## config.mk

```make
export PLATFORM = sky130hd
export DESIGN_NAME = mole_hole_scheduler_flat
export DESIGN_NICKNAME = d
export VERILOG_FILES = /design/src/rtl/mole_hole_if.sv /design/src/rtl/mole_hole_scheduler.sv /design/src/flat_wrapper.sv
export SDC_FILE = /design/constraint.sdc
export NUM_CORES = 1
export LEC_CHECK = 0
export ABC_AREA = 0
export CAP_MARGIN = 10
export CORE_MARGIN = 10
export CORE_UTILIZATION = 59
export CTS_BUF_LIST = sky130_fd_sc_hd__clkbuf_4 sky130_fd_sc_hd__clkbuf_8
export DETAILED_ROUTE_END_ITERATION = 6
export GPL_ROUTABILITY_DRIVEN = 1
export PLACE_DENSITY = 0.87
export SLEW_MARGIN = 10
export SYNTH_ARGS = -nofsm -noshare
export SYNTH_HDL_FRONTEND = slang
export SYNTH_SLANG_ARGS = --single-unit
export TNS_END_PERCENT = 50
```

## constraint.sdc

```tcl
create_clock -name clk -period 4.7 [get_ports clk]
set_input_delay 1.41 -clock clk [delete_from_list [all_inputs] [get_ports clk]]
set_output_delay 1.41 -clock clk [all_outputs]
set_load 0.03 [all_outputs]
```

## src/rtl/mole_hole_if.sv

```systemverilog
// Board/game-side bundle for the mole hole scheduler: game FSM inputs,
// whack buttons, hole LEDs, score display and hit/miss strobes.
interface mole_hole_if #(
  parameter int NUM_HOLES = 8,
  parameter int SCORE_W   = 8
);
  logic                 game_in_progress;
  logic                 mole_clk;
  logic [NUM_HOLES-1:0] whack_buttons;
  logic [NUM_HOLES-1:0] mole_leds;
  logic [SCORE_W-1:0]   score;
  logic [SCORE_W-1:0]   misses;
  logic                 hit_pulse;
  logic                 miss_pulse;

  // Game FSM / board side
  modport master (
    output game_in_progress, mole_clk, whack_buttons,
    input  mole_leds, score, misses, hit_pulse, miss_pulse
  );

  // Scheduler side
  modport slave (
    input  game_in_progress, mole_clk, whack_buttons,
    output mole_leds, score, misses, hit_pulse, miss_pulse
  );
endinterface

```

## src/rtl/mole_hole_scheduler.sv

```systemverilog
// Mole placement and scoring for the whack-a-mole game.
// Each mole_clk high window lights one pseudo-random hole (16-bit Galois LFSR),
// rising-edge whacks are scored as hits or misses, timeouts count as misses.
// Optional feature: define MOLE_NO_REPEAT_EN to forbid the same hole in two
// consecutive windows of one game.
module mole_hole_scheduler #(
  parameter int          NUM_HOLES = 8,
  parameter int          SCORE_W   = 8,
  parameter logic [15:0] LFSR_SEED = 16'hACE1
) (
  input  logic       clk,
  input  logic       reset_button_pressed,
  mole_hole_if.slave bus
);
  localparam int              IDX_W     = $clog2(NUM_HOLES);
  localparam logic [15:0]     SEED_EFF  = (LFSR_SEED == 16'h0000) ? 16'h0001 : LFSR_SEED;
  localparam logic [15:0]     LFSR_MASK = 16'hB400;
  localparam logic [IDX_W:0]  NH_EXT    = (IDX_W+1)'(NUM_HOLES);
  localparam logic [IDX_W-1:0] NH_LOW   = IDX_W'(NUM_HOLES);

  localparam logic [1:0] S_IDLE    = 2'd0;
  localparam logic [1:0] S_WAIT_UP = 2'd1;
  localparam logic [1:0] S_UP      = 2'd2;
  localparam logic [1:0] S_HIT     = 2'd3;

  logic [1:0]           state;
  logic [15:0]          lfsr;
  logic [NUM_HOLES-1:0] whack_q;
  logic [NUM_HOLES-1:0] press;
  logic [NUM_HOLES-1:0] leds_r;
  logic [SCORE_W-1:0]   score_r;
  logic [SCORE_W-1:0]   misses_r;
  logic                 hit_r;
  logic                 miss_r;
  logic [IDX_W-1:0]     idx;
  logic [IDX_W-1:0]     hole_pick;
  logic [IDX_W-1:0]     hole_next;
  logic                 lit_press;
  logic                 unlit_press;
`ifdef MOLE_NO_REPEAT_EN
  localparam logic [IDX_W-1:0] TOP_HOLE = IDX_W'(NUM_HOLES - 1);
  logic [IDX_W-1:0]     last_hole;
  logic                 last_valid;
`endif

  // Counters stick at all ones instead of wrapping.
  function automatic logic [SCORE_W-1:0] sat_inc(input logic [SCORE_W-1:0] v);
    return (&v) ? v : v + SCORE_W'(1);
  endfunction

  function automatic logic [NUM_HOLES-1:0] one_hot(input logic [IDX_W-1:0] h);
    return NUM_HOLES'(1) << h;
  endfunction

  assign bus.mole_leds  = leds_r;
  assign bus.score      = score_r;
  assign bus.misses     = misses_r;
  assign bus.hit_pulse  = hit_r;
  assign bus.miss_pulse = miss_r;

  // Hole selection from the LFSR plus rising-edge press detection.
  always_comb begin
    idx       = lfsr[IDX_W-1:0];
    // idx is below 2*NUM_HOLES, so one conditional subtraction folds it into range.
    hole_pick = ({1'b0, idx} >= NH_EXT) ? idx - NH_LOW : idx;
    hole_next = hole_pick;
`ifdef MOLE_NO_REPEAT_EN
    if (last_valid && (hole_pick == last_hole))
      hole_next = (hole_pick == TOP_HOLE) ? '0 : hole_pick + IDX_W'(1);
`endif
    press       = bus.whack_buttons & ~whack_q;
    lit_press   = |(press & leds_r);
    unlit_press = |(press & ~leds_r);
  end

  // Free-running Galois LFSR, advances every cycle out of reset.
  always_ff @(posedge clk or posedge reset_button_pressed) begin
    if (reset_button_pressed)
      lfsr <= SEED_EFF;
    else
      lfsr <= lfsr[0] ? ((lfsr >> 1) ^ LFSR_MASK) : (lfsr >> 1);
  end

  // Button history in every state, so a held button is counted only once.
  always_ff @(posedge clk or posedge reset_button_pressed) begin
    if (reset_button_pressed)
      whack_q <= '0;
    else
      whack_q <= bus.whack_buttons;
  end

  // Game state machine with registered LEDs, counters and strobes.
  always_ff @(posedge clk or posedge reset_button_pressed) begin
    if (reset_button_pressed) begin
      state    <= S_IDLE;
      leds_r   <= '0;
      score_r  <= '0;
      misses_r <= '0;
      hit_r    <= 1'b0;
      miss_r   <= 1'b0;
`ifdef MOLE_NO_REPEAT_EN
      last_hole  <= '0;
      last_valid <= 1'b0;
`endif
    end else begin
      hit_r  <= 1'b0;
      miss_r <= 1'b0;
      case (state)
        S_IDLE: begin
          leds_r <= '0;
          if (bus.game_in_progress) begin
            score_r  <= '0;
            misses_r <= '0;
`ifdef MOLE_NO_REPEAT_EN
            last_valid <= 1'b0;
`endif
            state    <= S_WAIT_UP;
          end
        end
        S_WAIT_UP: begin
          leds_r <= '0;
          if (!bus.game_in_progress) begin
            state <= S_IDLE;
          end else if (bus.mole_clk) begin
            leds_r <= one_hot(hole_next);
`ifdef MOLE_NO_REPEAT_EN
            last_hole  <= hole_next;
            last_valid <= 1'b1;
`endif
            state  <= S_UP;
          end
        end
        S_UP: begin
          if (!bus.game_in_progress) begin
            // Game aborted: no scoring this cycle, counters kept for display.
            leds_r <= '0;
            state  <= S_IDLE;
          end else if (lit_press) begin
            // A lit-hole press wins over wrong presses and over the timeout.
            score_r <= sat_inc(score_r);
            hit_r   <= 1'b1;
            leds_r  <= '0;
            state   <= S_HIT;
          end else if (unlit_press || !bus.mole_clk) begin
            // At most one miss per cycle, whether wrong press or timeout.
            misses_r <= sat_inc(misses_r);
            miss_r   <= 1'b1;
            if (!bus.mole_clk) begin
              leds_r <= '0;
              state  <= S_WAIT_UP;
            end
          end
        end
        default: begin
          leds_r <= '0;
          if (!bus.game_in_progress)
            state <= S_IDLE;
          else if (!bus.mole_clk)
            state <= S_WAIT_UP;
        end
      endcase
    end
  end
endmodule

```

## src/flat_wrapper.sv

```systemverilog
// flat-port wrapper written by rule: the top's interface ports become plain ports
module mole_hole_scheduler_flat 
#(
  parameter int          NUM_HOLES = 8,
  parameter int          SCORE_W   = 8,
  parameter logic [15:0] LFSR_SEED = 16'hACE1
)
  (clk, reset_button_pressed, bus_game_in_progress, bus_mole_clk, bus_whack_buttons, bus_mole_leds, bus_score, bus_misses, bus_hit_pulse, bus_miss_pulse);
  mole_hole_if #(.NUM_HOLES(NUM_HOLES), .SCORE_W(SCORE_W)) bus_i ();
  input  logic clk;
  input  logic reset_button_pressed;
  input wire logic [$bits(bus_i.game_in_progress)-1:0] bus_game_in_progress;
  input wire logic [$bits(bus_i.mole_clk)-1:0] bus_mole_clk;
  input wire logic [$bits(bus_i.whack_buttons)-1:0] bus_whack_buttons;
  output wire logic [$bits(bus_i.mole_leds)-1:0] bus_mole_leds;
  output wire logic [$bits(bus_i.score)-1:0] bus_score;
  output wire logic [$bits(bus_i.misses)-1:0] bus_misses;
  output wire logic [$bits(bus_i.hit_pulse)-1:0] bus_hit_pulse;
  output wire logic [$bits(bus_i.miss_pulse)-1:0] bus_miss_pulse;
  assign bus_i.game_in_progress = bus_game_in_progress;
  assign bus_i.mole_clk = bus_mole_clk;
  assign bus_i.whack_buttons = bus_whack_buttons;
  assign bus_mole_leds = bus_i.mole_leds;
  assign bus_score = bus_i.score;
  assign bus_misses = bus_i.misses;
  assign bus_hit_pulse = bus_i.hit_pulse;
  assign bus_miss_pulse = bus_i.miss_pulse;
  mole_hole_scheduler #(.NUM_HOLES(NUM_HOLES), .SCORE_W(SCORE_W), .LFSR_SEED(LFSR_SEED)) u_core (.clk(clk), .reset_button_pressed(reset_button_pressed), .bus(bus_i));
endmodule
```

==> results of run 1 <==
==> power by group through the flow <==
| stage | Sequential (W) | Combinational (W) | Clock [W] |
|---|---|---|---|
| final | 0.000457 | 0.0000486 | 0.000266 |
| after global routing | 0.000457 | 0.0000534 | 0.000286 |
| after CTS | 0.000457 | 0.0000492 | 0.000272 |
| after detailed placement | 0.000465 | 0.0000491 | 0 |
| after global placement | 0.000465 | 0.0000480 | 0 |
| after floorplan | 0.000466 | 0.0000263 | 0 |
==> layout make-up <==
| cell class | instances | area [sq um] | area share |
|---|---|---|---|
| clock buffer | 5 | 68.8 | 0.0244 |
| inverter | 8 | 30.0 | 0.0107 |
| clock inverter | 3 | 26.3 | 0.00933 |
| sequential | 52 | 1310 | 0.465 |
| timing repair buffer | 37 | 370 | 0.131 |
| multi-input combinational | 134 | 951 | 0.337 |
| tap | 48 | 60.1 | 0.0213 |
==> per-stage QoR <==
| stage | total power, W | area (sq um) | cells | utilization | setup WS, ns |
|---|---|---|---|---|---|
| 5_1_grt | 0.000797 | 2820 | 287 | 0.758 | 1.55 |
| 3_3_place_gp | 0.000513 | 2720 | 279 | 0.733 | 1.44 |
| 2_1_floorplan | 0.000492 | 2320 | 198 | - | 2.05 |
| 6_report | 0.000771 | 2820 | 287 | 0.758 | 1.72 |
| 4_1_cts | 0.000778 | 2820 | 287 | 0.758 | 1.74 |
| 3_5_place_dp | 0.000514 | 2720 | 279 | 0.733 | 1.41 |
==> state kept, by name, indices dropped and copies added (netlist names) <==
signal,count
u_core.whack_q,8
u_core.bus.hit_pulse,1
u_core.lfsr,16
u_core.state,2
u_core.bus.score,8
u_core.bus.misses,8
u_core.bus.miss_pulse,1
u_core.bus.mole_leds,8
==> how the worst max path moves through the flow <==
stage          depth (start not counted)                  from  slack, ns                   end
5_1_grt                                6  bus_whack_buttons[3]       1.55  u_core.bus.misses[1]
4_1_cts                                6  bus_whack_buttons[3]       1.74  u_core.bus.misses[1]
2_1_floorplan                          1  reset_button_pressed       2.05  u_core.bus.hit_pulse
6_report                               6  bus_whack_buttons[3]       1.72  u_core.bus.misses[1]
3_3_place_gp                           6  bus_whack_buttons[7]       1.44  u_core.bus.misses[1]
3_5_place_dp                           6  bus_whack_buttons[3]       1.41  u_core.bus.misses[1]
==> cells in the final DEF (no fill, tap or decap), types with 5 or more instances in the layout <==
cell / synthesis / routed
dfrtp_1: 44 / 44
clkdlybuf4s50_1: 0 / 37
nand2_1: 13 / 13
nand3_1: 11 / 11
nor2_1: 9 / 9
nor3b_1: 8 / 8
nand3b_1: 8 / 8
dfstp_2: 8 / 8
inv_1: 8 / 7
a21oi_1: 6 / 6
nand4_1: 5 / 5
nand2b_1: 5 / 5
o21ai_0: 5 / 5
clkbuf_8: 0 / 5
==> kinds of logic after synthesis <==
family | after synthesis | share of synthesized area
and+or+nand+nor | 84 | 0.226
adders and majority gates | 2 | 0.0108
xor gates and xnor gates | 3 | 0.0113
AOI/OAI and AO/OA | 40 | 0.140
DFF | 52 | 0.566
muxes | 5 | 0.0222
buffers and inverters | 12 | 0.0232
==> cells in the mapped netlist, types with 2 or more instances <==
cell type | n | area share
nand4_1 | 5 | 0.014
nand4_2 | 2 | 0.011
o2bb2ai_1 | 3 | 0.011
a32o_1 | 3 | 0.013
a21o_1 | 2 | 0.0065
nand2_1 | 13 | 0.021
and3_1 | 3 | 0.0081
nor3b_1 | 8 | 0.026
nor2_1 | 9 | 0.015
nor2b_1 | 2 | 0.0054
dfrtp_1 | 44 | 0.48
a41o_1 | 4 | 0.017
nor4_1 | 4 | 0.011
inv_1 | 8 | 0.013
clkbuf_1 | 2 | 0.0032
nor3_1 | 2 | 0.0043
or4_1 | 4 | 0.013
nand3_1 | 11 | 0.024
dfstp_2 | 8 | 0.091
nor3_4 | 2 | 0.014
nand2b_1 | 5 | 0.014
a21oi_1 | 6 | 0.013
o21ai_0 | 5 | 0.011
o31ai_1 | 3 | 0.0097
ha_1 | 2 | 0.011
a21boi_0 | 2 | 0.0065
nand3b_1 | 8 | 0.026
xor2_1 | 3 | 0.011
o21a_1 | 4 | 0.013
mux2i_1 | 4 | 0.017
==> worst register-to-register path, stage by stage (launching register included) <==
cell      delay [ns]
dfrtp_1         0.43
and2b_2         0.31
nand2_1         0.12
or3_1           0.42
o311ai_1        0.28
nand3_1         0.12
==> routing by layer <==
metal	up-vias	GRT usage
met5	-	0
met4	0	0.0569
met3	7	0.0443
met2	49	0.230
met1	845	0.194
li1	822	-
==> results.json, run 1 <==
{
  "outcome": "finished clean",
  "synth-async-reset-ratio": 1.00,
  "hold_ws_ns": 0.361,
  "cts_made_buffers": 5,
  "crit_chain": "clkdlybuf4s50_1, nor3b_1, nor4_1, nand3_1, a31oi_4, mux2i_1",
  "grt_antenna_before_repair": 0,
  "dpl.hpwl_mm": 3.52,
  "p_leak_nw": 1.20,
  "grt_max_degree": 53,
  "hold_path_depth": 0,
  "clockPowerShare": 0.345,
  "ys_warn_count": 0,
  "setup_tns_ns": 0,
  "ys_types": 47,
  "wl_met3_um": 344,
  "hold_buffers": 0,
  "max_stage_delay_ns": 0.43,
  "diodes": 0,
  "rsz0062_at_grt": "false",
  "relSlewSlack": 0.313,
  "crit_slowest_cell": "clkdlybuf4s50_1",
  "p_switching_w": 0.000188,
  "power_density_mw_per_mm2": 274,
  "r2r_slack_ns": 2.89,
  "io_pins": 38,
  "drt-total-wl_mm": 4.84,
  "setup_viol": 0,
  "met2_length_mm": 2.28,
  "top_layer": "met4",
  "cp_data_arrival_time_ns": 3.22,
  "synth_cells": 198,
  "hold_class": "flop to flop",
  "grt_pass1_vias": 1658,
  "synthFlopType": "dfrtp_1",
  "tightestPinTransition_ns": 1.03,
  "fp-row-count": 22,
  "wl_met1_mm": 2.15,
  "cts_tree": "yes",
  "ctsResizeCount": 0,
  "ys_seq_elements": 52,
  "place_congestion": 0.861,
  "period_share": 0.634,
  "min_from": "u_core.lfsr[3]",
  "cts_num_sinks": 52,
  "maxCapViolCount": 0,
  "cts_root_buffer": "clkbuf_8",
  "worst-r2r-cell-count": 5,
  "synth-edff-count": 0,
  "design.core.area_sq_mm": 0.00372,
  "syn-num-nets": 212,
  "die_w_um": 82.7,
  "start_kind": "input port",
  "drc": 0,
  "crit_type": "input port to flop",
  "io_buffers": 37,
  "clkLatencyLatePin_ns": 0.31,
  "r2r_end": "u_core.bus.misses[4]",
  "clk_path_buf_depth": 2,
  "wire_per_inst_um": 16.9,
  "ir_drop_v": 0.000208,
  "min_to": "u_core.lfsr[2]",
  "initial_core_util": 0.623,
  "sw_frac_of_total": 0.244,
  "drive_gt1_frac": 0.121,
  "power_frac_seq": 0.592,
  "overflow": 0,
  "grt_usage": 0.149,
  "drtAntennaViolNets": 0,
  "drv_slew": 0,
  "n_fill_cell": 264,
  "syn_area_sq_mm": 0.00232,
  "first_pass_iters": 4,
  "r2r-start": "u_core.state[0]",
  "post-cts-setup-buffers": 0,
  "skew_ns": 0.00608,
  "grt_pass1_wl_mm": 7.91,
  "drtIter0Drc": 121,
  "vias": 1723,
  "synth.avg_cell_area_sq_um": 11.7,
  "p_comb_frac": 0.063,
  "die_h_um": 82.7,
  "die_area_sq_mm": 0.00683,
  "hold_viol": 0,
  "crit_fanout": 7,
  "area_growth_pct": 21.7,
  "power.internal_w": 0.000583,
  "crit_buf_inv": 1,
  "min_period_ns": 2.98,
  "path_clk_slew_ns": 0.10,
  "worstSetupEndpointType": "flop",
  "critPathRequiredTime_ns": 4.94,
  "avgViaCountPerCell": 6.00,
  "ys_seq_area_frac": 0.566,
  "nets": 252,
  "htreeDepth": 2,
  "fmax_mhz": 336,
  "cp_top_family": "simple AND/OR/NAND/NOR gates"
}
Power figures use the tool's default switching activity.
==> run 2, diff against run 1 <==
--- a/config.mk
+++ b/config.mk
@@ -8,11 +8,11 @@
 export ABC_AREA = 0
 export CAP_MARGIN = 10
 export CORE_MARGIN = 10
-export CORE_UTILIZATION = 59
+export CORE_UTILIZATION = 55
 export CTS_BUF_LIST = sky130_fd_sc_hd__clkbuf_4 sky130_fd_sc_hd__clkbuf_8
 export DETAILED_ROUTE_END_ITERATION = 6
 export GPL_ROUTABILITY_DRIVEN = 1
-export PLACE_DENSITY = 0.87
+export PLACE_DENSITY = 0.82
 export SLEW_MARGIN = 10
 export SYNTH_ARGS = -nofsm -noshare
 export SYNTH_HDL_FRONTEND = slang
==> constraint.sdc (replaced) <==
create_clock -name clk -period 2.8 [get_ports clk]
set_input_delay 0.84 -clock clk [delete_from_list [all_inputs] [get_ports clk]]
set_output_delay 0.84 -clock clk [all_outputs]
set_load 0.03 [all_outputs]
==> run 2 against run 1 <==
- setup slack lost 1.3 ns
- wire length increased by 3.8%
- non-clock buffer count increased by 4
- clock skew is 0.0075 ns higher
- combinational power increased by 80%
- first-iteration DRC count stayed put
- worst hold slack better by 0.00077 ns
- cell count increased by 2.1%
- via count is 0.75% lower
- clock power rose by 75%
- count of clock-buffer cells in the layout did not move
==> results.json, run 2 (synthesis gave the netlist of run 1 again) <==
{
  "setup_viol": 0,
  "ir_drop_v": 0.000324,
  "regMostFlops": "u_core.lfsr",
  "period_share": 0.856,
  "fin_area_sq_mm": 0.00287,
  "clkLatencyLatePin_ns": 0.32,
  "hold_class": "flop to flop",
  "io_pins": 38,
  "fmax_mhz": 417,
  "path_clk_slew_ns": 0.10,
  "die_area_sq_mm": 0.00721,
  "drc": 0,
  "crit_slowest_cell": "clkdlybuf4s50_1",
  "cp_top_family": "simple AND/OR/NAND/NOR gates",
  "hold_viol": 0,
  "crit_type": "input port to flop",
  "post-place-cells": 285,
  "grt_usage": 0.147,
  "worst-r2r-cell-count": 5,
  "min_to": "u_core.lfsr[11]",
  "cts_tree": "yes",
  "drv_slew": 0,
  "drive_gt1_frac": 0.136,
  "power_frac_seq": 0.581,
  "nets": 256,
  "die_h_um": 84.9,
  "overflow": 0,
  "fp-row-count": 23,
  "grt_max_degree": 32,
  "crit_fanout": 7,
  "crit_buf_inv": 1,
  "p_comb_frac": 0.066,
  "final_cell_mix": "44 x dfrtp_1, 37 x clkdlybuf4s50_1, 13 x nand2_1, 11 x nand3_1, 9 x nor2_1",
  "initial_core_util": 0.575,
  "drt-total-wl_mm": 5.02,
  "min_from": "u_core.lfsr[12]",
  "crit_chain": "clkdlybuf4s50_1, nor3b_1, nor4_1, nand3_1, a31oi_4, mux2i_1",
  "outcome": "finished clean",
  "cts_num_sinks": 52,
  "largest_register_ffs": 16,
  "clk_path_buf_depth": 2,
  "post-cts-setup-buffers": 0,
  "met2_length_mm": 2.38,
  "power_density_mw_per_mm2": 460,
  "grt_pass1_wl_mm": 8.64,
  "drtAntennaViolNets": 0,
  "r2r_slack_ns": 1.03,
  "avgViaCountPerCell": 5.84,
  "critPathRequiredTime_ns": 3.05,
  "wl_met1_mm": 2.22,
  "max_stage_delay_ns": 0.43,
  "io_buffers": 37,
  "place_congestion": 0.815,
  "area_growth_pct": 23.7,
  "maxCapViolCount": 0,
  "sw_frac_of_total": 0.250,
  "rsz0062_at_grt": "false",
  "first_pass_iters": 4,
  "placed_area_sq_mm": 0.00277,
  "min_period_ns": 2.40,
  "setup_tns_ns": 0,
  "wire_per_inst_um": 17.1,
  "relSlewSlack": 0.641,
  "top_layer": "met4",
  "vias": 1710,
  "wl_met3_um": 376,
  "p_switching_w": 0.000330,
  "hold_buffers": 0,
  "worst-path-stages": 6,
  "final_cells": 293,
  "dpl.hpwl_mm": 3.66,
  "hold_path_depth": 0,
  "n_fill_cell": 303,
  "tightestPinTransition_ns": 0.536,
  "p_leak_nw": 1.22,
  "r2r-start": "u_core.bus.mole_leds[3]",
  "drtIter0Drc": 121,
  "grt_pass1_vias": 1682,
  "worstSetupEndpointType": "flop",
  "power.internal_w": 0.000988,
  "design.core.area_sq_mm": 0.00403,
  "htreeDepth": 2,
  "start_kind": "input port",
  "clockPowerShare": 0.353,
  "skew_ns": 0.0136,
  "critPathLaunch": "bus_whack_buttons[3]",
  "grt_antenna_before_repair": 0,
  "diodes": 0,
  "ctsResizeCount": 0,
  "cts_made_buffers": 5,
  "cp_data_arrival_time_ns": 2.64,
  "r2r_end": "u_core.bus.misses[1]",
  "final_common_cell": "dfrtp_1",
  "die_w_um": 84.9,
  "cts_root_buffer": "clkbuf_8"
}
## run 2: cell count changes in the layout (fill, tap and decap cells not counted)
cell and delta:
buf_12 +1, buf_4 +3, inv_8 +1, clkinv_4 -1
## run 2: how the worst max path moves through the flow
stage | end | slack (ns)
after floorplan | u_core.bus.hit_pulse | 0.72
after global placement | u_core.bus.misses[1] | 0.11
after detailed placement | u_core.bus.misses[1] | 0.05
after CTS | u_core.bus.misses[1] | 0.40
after global routing | u_core.bus.misses[1] | 0.27
final | u_core.bus.misses[1] | 0.40
## run 2: cell type report
| type | instances | area [sq um] | share of cell area |
|---|---|---|---|
| Tap cell | 50 | 62.6 | 0.0218 |
| Clock buffer | 5 | 68.8 | 0.0240 |
| Sequential cell | 52 | 1310 | 0.458 |
| Clock inverter | 3 | 28.8 | 0.0100 |
| Multi-Input combinational cell | 134 | 951 | 0.332 |
| Inverter | 8 | 30.0 | 0.0105 |
| Timing Repair Buffer | 41 | 413 | 0.144 |
## run 2: per-layer routing
| layer | vias to the layer above | global-route usage |
|---|---|---|
| met2 | 55 | 0.220 |
| met5 | - | 0 |
| met1 | 825 | 0.193 |
| li1 | 824 | - |
| met3 | 6 | 0.0478 |
| met4 | 0 | 0.0539 |
## run 2: stage by stage
step           worst slack (ns)  hold WS (ns)  power (W)  utilization
2_1_floorplan             0.715         0.331   0.000826            -
3_3_place_gp              0.110         0.333   0.000867        0.687
3_5_place_dp             0.0506         0.339   0.000869        0.687
4_1_cts                   0.396         0.363    0.00133        0.711
5_1_grt                   0.266         0.368    0.00137        0.711
6_report                  0.404         0.362    0.00132        0.711
## run 2: power by group through the flow
stage | sequential, W | combinational [W] | clock (W)
finish | 0.000766 | 0.0000875 | 0.000465
global route | 0.000767 | 0.0000974 | 0.000509
CTS | 0.000766 | 0.0000893 | 0.000478
detailed placement | 0.000780 | 0.0000890 | 0
global placement | 0.000779 | 0.0000874 | 0
floorplan | 0.000782 | 0.0000442 | 0
